## config.mk

```make
export PLATFORM = sky130hd
export DESIGN_NAME = x3q_dma_engine
export DESIGN_NICKNAME = d
export VERILOG_FILES = /design/src/rtl/x3q_dma_engine.sv
export SDC_FILE = /design/constraint.sdc
export NUM_CORES = 1
export LEC_CHECK = 0
export CELL_PAD_IN_SITES_DETAIL_PLACEMENT = 1
export CELL_PAD_IN_SITES_GLOBAL_PLACEMENT = 1
export CORE_AREA = 2 2 116 202
export CTS_BUF_LIST = sky130_fd_sc_hd__clkbuf_8
export DETAILED_ROUTE_END_ITERATION = 10
export DIE_AREA = 0 0 118 204
export MAX_ROUTING_LAYER = met4
export PLACE_DENSITY_LB_ADDON = 0.08
export SYNTH_ARGS = -nofsm -noshare
export SYNTH_HDL_FRONTEND = slang
export SYNTH_SLANG_ARGS = --single-unit
export TNS_END_PERCENT = 30
```

## constraint.sdc

```tcl
create_clock -name clk_i -period 3.5 [get_ports clk_i]
set_input_delay 1.05 -clock clk_i [delete_from_list [all_inputs] [get_ports clk_i]]
set_output_delay 1.05 -clock clk_i [all_outputs]
set_load 0.03 [all_outputs]
```

## src/rtl/x3q_dma_engine.sv

```systemverilog
// x3q_dma_engine
//   Memory-to-memory block-copy engine for the x3q core family. Reads up to
//   FIFO_DEPTH words into an internal burst buffer, then writes them out, until
//   LENGTH words have been copied. Talks to memory through the core's single
//   port protocol: one-cycle request pulse, request_type/address/data held
//   until the matching memory_ready / write_complete.
//
//   Optional feature: define X3Q_DMA_FILL_EN to add fill mode (write a latched
//   fill word LENGTH times, no reads). Without it, fill_mode_i/fill_value_i are
//   ignored and no fill logic is built.
//
// Ports
//   clk_i               rising-edge clock
//   reset_i             synchronous, active-low reset
//   start_i             one-cycle launch, sampled only in IDLE
//   src_addr_i          first source address (latched on start)
//   dst_addr_i          first destination address (latched on start)
//   length_i            number of words to copy (latched on start)
//   fill_mode_i         1 = fill instead of copy (fill builds only)
//   fill_value_i        fill word (fill builds only)
//   busy_o              transfer in progress
//   done_o              one-cycle completion pulse
//   words_done_o        words written so far in the current transfer
//   request_o           one-cycle memory request pulse
//   request_type_o      0 read, 1 write
//   request_address_o   memory address of current request
//   data_out_o          write data
//   memory_in_i         read data, valid with memory_ready_i
//   memory_ready_i      read data valid
//   write_complete_i    write accepted
module x3q_dma_engine #(
  parameter int DATA_W     = 16,
  parameter int ADDR_W     = 16,
  parameter int LEN_W      = 8,
  parameter int FIFO_DEPTH = 4
) (
  input  logic              clk_i,
  input  logic              reset_i,
  input  logic              start_i,
  input  logic [ADDR_W-1:0] src_addr_i,
  input  logic [ADDR_W-1:0] dst_addr_i,
  input  logic [LEN_W-1:0]  length_i,
  input  logic              fill_mode_i,
  input  logic [DATA_W-1:0] fill_value_i,
  output logic              busy_o,
  output logic              done_o,
  output logic [LEN_W-1:0]  words_done_o,
  output logic              request_o,
  output logic              request_type_o,
  output logic [ADDR_W-1:0] request_address_o,
  output logic [DATA_W-1:0] data_out_o,
  input  logic [DATA_W-1:0] memory_in_i,
  input  logic              memory_ready_i,
  input  logic              write_complete_i
);

  localparam int PTR_W = $clog2(FIFO_DEPTH);
  localparam int CNT_W = PTR_W + 1;

  typedef enum logic [2:0] {
    S_IDLE, S_RD_ISSUE, S_RD_WAIT, S_WR_ISSUE, S_WR_WAIT, S_DONE
  } state_t;

  state_t            state_q;
  logic [ADDR_W-1:0] src_q, dst_q;
  logic [LEN_W-1:0]  len_q, rd_cnt_q, words_done_q;
  logic              busy_q, done_q, request_q, request_type_q;
  logic [ADDR_W-1:0] request_address_q;
  logic [DATA_W-1:0] data_out_q;

  logic [DATA_W-1:0] fifo_mem [FIFO_DEPTH];
  logic [PTR_W-1:0]  wr_ptr_q, rd_ptr_q;
  logic [CNT_W-1:0]  count_q;

`ifdef X3Q_DMA_FILL_EN
  logic              fill_q;
  logic [DATA_W-1:0] fill_value_q;
`else
  logic unused_fill;
  assign unused_fill = ^{fill_mode_i, fill_value_i};
`endif

  logic              push_d;
  logic [DATA_W-1:0] head_d;
  logic [ADDR_W-1:0] src_inc_d, dst_inc_d;
  logic [LEN_W-1:0]  rd_inc_d, words_inc_d;

  assign push_d      = reset_i && (state_q == S_RD_WAIT) && memory_ready_i;
  // With an empty buffer the word arriving this cycle is the head, so the
  // write that follows a single-word read burst takes it straight from the bus.
  assign head_d      = (count_q == '0) ? memory_in_i : fifo_mem[rd_ptr_q];
  assign src_inc_d   = src_q + ADDR_W'(1);
  assign dst_inc_d   = dst_q + ADDR_W'(1);
  assign rd_inc_d    = rd_cnt_q + LEN_W'(1);
  assign words_inc_d = words_done_q + LEN_W'(1);

  // Buffer storage carries no reset; the pointers/count define its contents.
  always_ff @(posedge clk_i) begin
    if (push_d) begin
      fifo_mem[wr_ptr_q] <= memory_in_i;
    end
  end

  always_ff @(posedge clk_i) begin
    if (!reset_i) begin
      state_q           <= S_IDLE;
      src_q             <= '0;
      dst_q             <= '0;
      len_q             <= '0;
      rd_cnt_q          <= '0;
      words_done_q      <= '0;
      busy_q            <= 1'b0;
      done_q            <= 1'b0;
      request_q         <= 1'b0;
      request_type_q    <= 1'b0;
      request_address_q <= '0;
      data_out_q        <= '0;
      wr_ptr_q          <= '0;
      rd_ptr_q          <= '0;
      count_q           <= '0;
`ifdef X3Q_DMA_FILL_EN
      fill_q            <= 1'b0;
      fill_value_q      <= '0;
`endif
    end else begin
      // Outputs are registered: a request is raised on the edge that enters
      // an ISSUE state so the pulse coincides with that state's cycle.
      done_q    <= 1'b0;
      request_q <= 1'b0;
      case (state_q)
        S_IDLE: begin
          if (start_i) begin
            src_q        <= src_addr_i;
            dst_q        <= dst_addr_i;
            len_q        <= length_i;
            rd_cnt_q     <= '0;
            words_done_q <= '0;
            wr_ptr_q     <= '0;
            rd_ptr_q     <= '0;
            count_q      <= '0;
`ifdef X3Q_DMA_FILL_EN
            fill_q       <= fill_mode_i;
            fill_value_q <= fill_value_i;
`endif
            if (length_i == '0) begin
              state_q        <= S_DONE;
              done_q         <= 1'b1;
              busy_q         <= 1'b0;
              request_type_q <= 1'b0;
              data_out_q     <= '0;
            end
`ifdef X3Q_DMA_FILL_EN
            else if (fill_mode_i) begin
              state_q           <= S_WR_ISSUE;
              busy_q            <= 1'b1;
              request_q         <= 1'b1;
              request_type_q    <= 1'b1;
              request_address_q <= dst_addr_i;
              data_out_q        <= fill_value_i;
            end
`endif
            else begin
              state_q           <= S_RD_ISSUE;
              busy_q            <= 1'b1;
              request_q         <= 1'b1;
              request_type_q    <= 1'b0;
              request_address_q <= src_addr_i;
            end
          end
        end
        S_RD_ISSUE: state_q <= S_RD_WAIT;
        S_RD_WAIT: begin
          if (memory_ready_i) begin
            src_q    <= src_inc_d;
            rd_cnt_q <= rd_inc_d;
            wr_ptr_q <= wr_ptr_q + PTR_W'(1);
            if ((count_q < CNT_W'(FIFO_DEPTH - 1)) && (rd_inc_d < len_q)) begin
              state_q           <= S_RD_ISSUE;
              count_q           <= count_q + CNT_W'(1);
              request_q         <= 1'b1;
              request_type_q    <= 1'b0;
              request_address_q <= src_inc_d;
            end else begin
              // Push and pop on the same edge: occupancy is unchanged.
              state_q           <= S_WR_ISSUE;
              rd_ptr_q          <= rd_ptr_q + PTR_W'(1);
              request_q         <= 1'b1;
              request_type_q    <= 1'b1;
              request_address_q <= dst_q;
              data_out_q        <= head_d;
            end
          end
        end
        S_WR_ISSUE: state_q <= S_WR_WAIT;
        S_WR_WAIT: begin
          if (write_complete_i) begin
            dst_q        <= dst_inc_d;
            words_done_q <= words_inc_d;
            if (words_inc_d == len_q) begin
              state_q        <= S_DONE;
              done_q         <= 1'b1;
              busy_q         <= 1'b0;
              request_type_q <= 1'b0;
              data_out_q     <= '0;
            end
`ifdef X3Q_DMA_FILL_EN
            else if (fill_q) begin
              state_q           <= S_WR_ISSUE;
              request_q         <= 1'b1;
              request_type_q    <= 1'b1;
              request_address_q <= dst_inc_d;
              data_out_q        <= fill_value_q;
            end
`endif
            else if (count_q != '0) begin
              state_q           <= S_WR_ISSUE;
              rd_ptr_q          <= rd_ptr_q + PTR_W'(1);
              count_q           <= count_q - CNT_W'(1);
              request_q         <= 1'b1;
              request_type_q    <= 1'b1;
              request_address_q <= dst_inc_d;
              data_out_q        <= head_d;
            end else begin
              state_q           <= S_RD_ISSUE;
              request_q         <= 1'b1;
              request_type_q    <= 1'b0;
              request_address_q <= src_q;
            end
          end
        end
        S_DONE:  state_q <= S_IDLE;
        default: state_q <= S_IDLE;
      endcase
    end
  end

  assign busy_o            = busy_q;
  assign done_o            = done_q;
  assign words_done_o      = words_done_q;
  assign request_o         = request_q;
  assign request_type_o    = request_type_q;
  assign request_address_o = request_address_q;
  assign data_out_o        = data_out_q;

endmodule
```

==> results.toml <==
[status]
outcome = "finished, final reports clean"

[final_layout]
layout-drive-gt1-share_pct = 10.3
multi_input_area_sq_um = 4440
ant_diodes = 0
synthToLayoutAreaGrowth_pct = 22.0
nNetsFinal = 1160
sequential_cell_area_sq_um = 4000
filler_cell_count = 2661

[yosys]
syn_area_per_cell_sq_um = 9.10
postSynthNetCount = 1060
share_of_flip_flops_with_an_asynchronous_set_or_reset_after_synthesis_pct = 0
synth_edf_count = 64
yosys_warnings = 0
postSynthCellCount = 966
combined_area_of_all_synthesized_cells_sq_um = 8790
ys_dominant_reg_cell = "sky130_fd_sc_hd__dfxtp_1"
synth_area_leader_cell = "sky130_fd_sc_hd__dfxtp_1"
ys_top_cells_by_area = "sky130_fd_sc_hd__dfxtp_1, sky130_fd_sc_hd__edfxtp_1, sky130_fd_sc_hd__nand2_1, sky130_fd_sc_hd__a21oi_1, sky130_fd_sc_hd__mux4_2"
postSynthRegisterBits = 168
top_area_cell_type_share_of_the_netlist_area_pct = 23.7
netlist-cell-type-count = 71
synth_seq_area_share_pct = 45.6

[setup_path]
cp.arrival_ns = 3.63
path_max_fanout = 16
timing.critical_path.slowest_cell_delay_ns = 0.45
worst_r2r_startpoint = "rd_cnt_q[2]"
crit_path_end = "data_out_o[13]"
rr_endpoint = "data_out_o[13]"
crit_required_ns = 3.88
crit_path_frequent_cell = "sky130_fd_sc_hd__and3_1"
cp_slowest_cell = "sky130_fd_sc_hd__or2_2"
timing_worst_setup_path_type = "register to register"
worstRegToRegCells = 12
r2r_slack_ns = 0.24
worstPathCellList = "and3_1 -> and3_1 -> and3_1 -> xor2_1 -> ha_1 -> a211oi_1 -> nand2_1 -> or2_2 -> o21ai_0 -> a221oi_4 -> buf_12 -> mux2i_1"
cp-start-kind = "register"
critical_path.endpoint_type = "register"
cp-startpoint = "rd_cnt_q[2]"

[clock_tree]
cts-resized-gates = 0
cts_htree_levels = 4
cts.root.buffer_cell = "sky130_fd_sc_hd__clkbuf_8"
post_cts_buffers = 0
path_clk_slew_ns = 0.09
tritoncts.num_buffers = 17
cts_tree = "built"
clock_insertion_delay_worst_skew_ns = 0.49
numClockSinks = 168
cts_stage_hold_buffer_count = 0
max-clock-path-buffers = 2

[run]
timing.max_cap.violations = 0

[die]
design.portCount = 122
initial_util_pct = 39.0
number_of_cell_rows = 73
die_h_um = 204
coreArea_sq_um = 22600
floorplan.die_area_sq_um = 24100
die_w_um = 118

[sta]
relSlewSlack_pct = 30.6
report.final.hold_viol_count = 0
report.final.setup_viol = 0
grt_setup_unrepaired = "no"
min_period_over_period_pct = 93.0
fmax_ghz = 0.307
max_slew.worst_pin.slew_ns = 1.04
finalWorstPathRequiredPeriod_ns = 3.26
postLayoutSetupSlackWorst_ns = 0.244
finalClockSkew_ns = 0.0111
timing.final.max_slew_violations = 0
final.setup.tns_ns = 0

[power_and_ir_drop]
clkPwrFrac_pct = 33.3
power.internal_mw = 3.17
leakage_nw = 3.82
power_density_nw_per_um2 = 420
vdd_drop_max_mv = 0.213
p_comb_share_pct = 18.1
power.net_switching_mw = 1.33
seq_power_share_pct = 48.6
swShare_pct = 29.5

[global_routing]
vias_in_the_first_global_route = 7879
largest_net_degree_at_the_start_of_global_routing = 41
globalRouteTotalUtil_pct = 23.6
grt_remaining_overflow = 0
grt_antenna_before_repair = 0
grt_pass1_wl_um = 43100

[route]
pre_antenna_drt_iters = 5
drcViolationCount = 0
post_drt_via_cell_ratio = 5.52
avgRoutedWirePerCell_um = 19.5
detailroute.via_count = 7612
detail_route.iter0.violations = 393
ant_nets = 0
drt-total-wl_um = 26900

[hold_path]
holdCritPathClass = "register to register"

[place]
io_buffers = 104
gp_congestion = 0.852
post-dp-hpwl_um = 19400
dp_slack_ns = 0.255
area by class of cell:
type                       count  area share [%]
inverter                      19           0.665
multi-input combinational    713            41.4
clock buffer                  18            2.31
sequential                   168            37.3
clock inverter                14            1.59
timing repair buffer         147            13.2
tap                          300            3.50
synthesized netlist by cell type, types with 4 or more instances:
library cell	number
sky130_fd_sc_hd__xnor2_1	22
sky130_fd_sc_hd__a22oi_1	7
sky130_fd_sc_hd__a221o_1	6
sky130_fd_sc_hd__nand3b_1	5
sky130_fd_sc_hd__or3_1	4
sky130_fd_sc_hd__mux4_2	16
sky130_fd_sc_hd__a21oi_1	79
sky130_fd_sc_hd__a21o_1	4
sky130_fd_sc_hd__nor4_1	7
sky130_fd_sc_hd__and2_1	8
sky130_fd_sc_hd__a211oi_1	16
sky130_fd_sc_hd__nand3_1	30
sky130_fd_sc_hd__nor3_1	19
sky130_fd_sc_hd__xor2_1	19
sky130_fd_sc_hd__inv_1	18
sky130_fd_sc_hd__and3_1	12
sky130_fd_sc_hd__dfxtp_1	104
sky130_fd_sc_hd__edfxtp_1	64
sky130_fd_sc_hd__o22ai_1	8
sky130_fd_sc_hd__o21a_1	5
sky130_fd_sc_hd__o211ai_1	11
sky130_fd_sc_hd__a311oi_1	6
sky130_fd_sc_hd__o21ai_0	49
sky130_fd_sc_hd__a222oi_1	4
sky130_fd_sc_hd__a31oi_1	8
sky130_fd_sc_hd__nand2b_1	4
sky130_fd_sc_hd__ha_1	15
sky130_fd_sc_hd__nor2_1	95
sky130_fd_sc_hd__mux2i_1	19
sky130_fd_sc_hd__nand2_1	169
sky130_fd_sc_hd__clkbuf_1	54
sky130_fd_sc_hd__o2111ai_1	10
sky130_fd_sc_hd__nand4_1	8
sky130_fd_sc_hd__nor2b_1	4
layout by cell type, fill, tap and decap left out, types with 4 or more instances in the layout:
cell / synthesis / layout
sky130_fd_sc_hd__and2_1: 8 / 8
sky130_fd_sc_hd__a22oi_1: 7 / 7
sky130_fd_sc_hd__nand2_1: 169 / 169
sky130_fd_sc_hd__ha_1: 15 / 15
sky130_fd_sc_hd__nand3b_1: 5 / 5
sky130_fd_sc_hd__a222oi_1: 4 / 4
sky130_fd_sc_hd__nand4_1: 8 / 8
sky130_fd_sc_hd__a21oi_1: 79 / 79
sky130_fd_sc_hd__nand3_1: 30 / 30
sky130_fd_sc_hd__a221o_1: 6 / 6
sky130_fd_sc_hd__mux2i_1: 19 / 19
sky130_fd_sc_hd__buf_12: 0 / 5
sky130_fd_sc_hd__xor2_1: 19 / 19
sky130_fd_sc_hd__a31oi_1: 8 / 8
sky130_fd_sc_hd__dfxtp_1: 104 / 104
sky130_fd_sc_hd__mux4_2: 16 / 16
sky130_fd_sc_hd__and3_1: 12 / 12
sky130_fd_sc_hd__xnor2_1: 22 / 22
sky130_fd_sc_hd__o211ai_1: 11 / 11
sky130_fd_sc_hd__inv_1: 18 / 19
sky130_fd_sc_hd__or3_1: 4 / 4
sky130_fd_sc_hd__o21ai_0: 49 / 49
sky130_fd_sc_hd__edfxtp_1: 64 / 64
sky130_fd_sc_hd__clkdlybuf4s50_1: 0 / 103
sky130_fd_sc_hd__nand2b_1: 4 / 4
sky130_fd_sc_hd__nor2b_1: 4 / 4
sky130_fd_sc_hd__o2111ai_1: 10 / 10
sky130_fd_sc_hd__buf_4: 3 / 38
sky130_fd_sc_hd__a211oi_1: 16 / 16
sky130_fd_sc_hd__nor2_1: 95 / 94
sky130_fd_sc_hd__o22ai_1: 8 / 8
sky130_fd_sc_hd__a21o_1: 4 / 4
sky130_fd_sc_hd__nor3_1: 19 / 17
sky130_fd_sc_hd__o21a_1: 5 / 5
sky130_fd_sc_hd__a311oi_1: 6 / 5
sky130_fd_sc_hd__clkbuf_8: 0 / 18
sky130_fd_sc_hd__nor4_1: 7 / 7
kinds of logic (layout without fill, tap and decap cells):
logic type               after synthesis  count (layout)  share of synthesized area (%)
AND/OR/NAND/NOR                      383             383                           19.6
flip-flops                           168             168                           45.6
multiplexers                          37              37                           6.52
buffers and inverters                 85             198                           4.17
adder cells (fa/ha/maj)               16              16                           2.36
AO/OA/AOI/OAI                        236             236                           17.7
XOR/XNOR                              41              41                           4.09
power groups by stage:
| stage | Combinational, mW | Clock (mW) | Sequential [mW] |
|---|---|---|---|
| 2_1_floorplan | 0.439 | 0 | 2.25 |
| 3_3_place_gp | 0.807 | 0 | 2.23 |
| 3_5_place_dp | 0.818 | 0 | 2.23 |
| 4_1_cts | 0.822 | 1.54 | 2.19 |
| 5_1_grt | 0.894 | 1.61 | 2.20 |
| 6_report | 0.815 | 1.50 | 2.19 |
worst min path at each step:
stage	startpoint	to	slack (ns)	depth (start not counted)
6_report	data_out_o[8]	data_out_o[8]	0.46	2
3_5_place_dp	data_out_o[11]	data_out_o[11]	0.45	2
5_1_grt	data_out_o[11]	data_out_o[11]	0.49	2
3_3_place_gp	data_out_o[3]	data_out_o[3]	0.44	2
2_1_floorplan	len_q[0]	len_q[0]	0.46	2
4_1_cts	data_out_o[11]	data_out_o[11]	0.47	2
flip-flops by register name (all words and copies together), names as in the netlist, named ones only:
| signal | flops |
|---|---|
| len_q | 8 |
| dst_q | 16 |
| words_done_o | 8 |
| wr_ptr_q | 2 |
| rd_ptr_q | 2 |
| request_o | 1 |
| busy_o | 1 |
| request_type_o | 1 |
| rd_cnt_q | 8 |
| done_o | 1 |
| data_out_o | 16 |
| src_q | 16 |
| state_q | 3 |
| fifo_mem | 64 |
| request_address_o | 16 |
| count_q | 3 |
critical path: cells and delay by family, from the launching register on:
kind	cells	cell delay [ns]
buffers and inverters	1	0.21
flip-flops	1	0.42
multiplexers	1	0.13
AO/OA/AOI/OAI	3	0.70
XOR/XNOR	1	0.21
AND/OR/NAND/NOR	5	1.16
adder cells (fa/ha/maj)	1	0.28
through the flow:
step                instance area (sq um)  util [%]  power, mW  instances  hold slack [ns]
finish                              10700      47.6       4.50       1379            0.460
global route                        10700      47.6       4.70       1379            0.486
CTS                                 10700      47.6       4.55       1379            0.467
detailed placement                  10300      45.7       3.05       1347            0.447
global placement                    10300      45.7       3.04       1347            0.442
floorplan                            8790         -       2.69        966            0.459
per-layer routing:
| layer | vias to the layer above | wire (um) | part of all wire [%] | GRT usage (%) |
|---|---|---|---|---|
| met2 | 129 | 14400 | 54 | 43.1 |
| met5 | - | 0 | 0 | - |
| met3 | 25 | 662 | 2.5 | 3.43 |
| li1 | 3682 | - | - | - |
| met4 | 0 | 420 | 1.6 | 6.80 |
| met1 | 3776 | 11400 | 42 | 26.8 |
(Power assumes the default switching activity.)
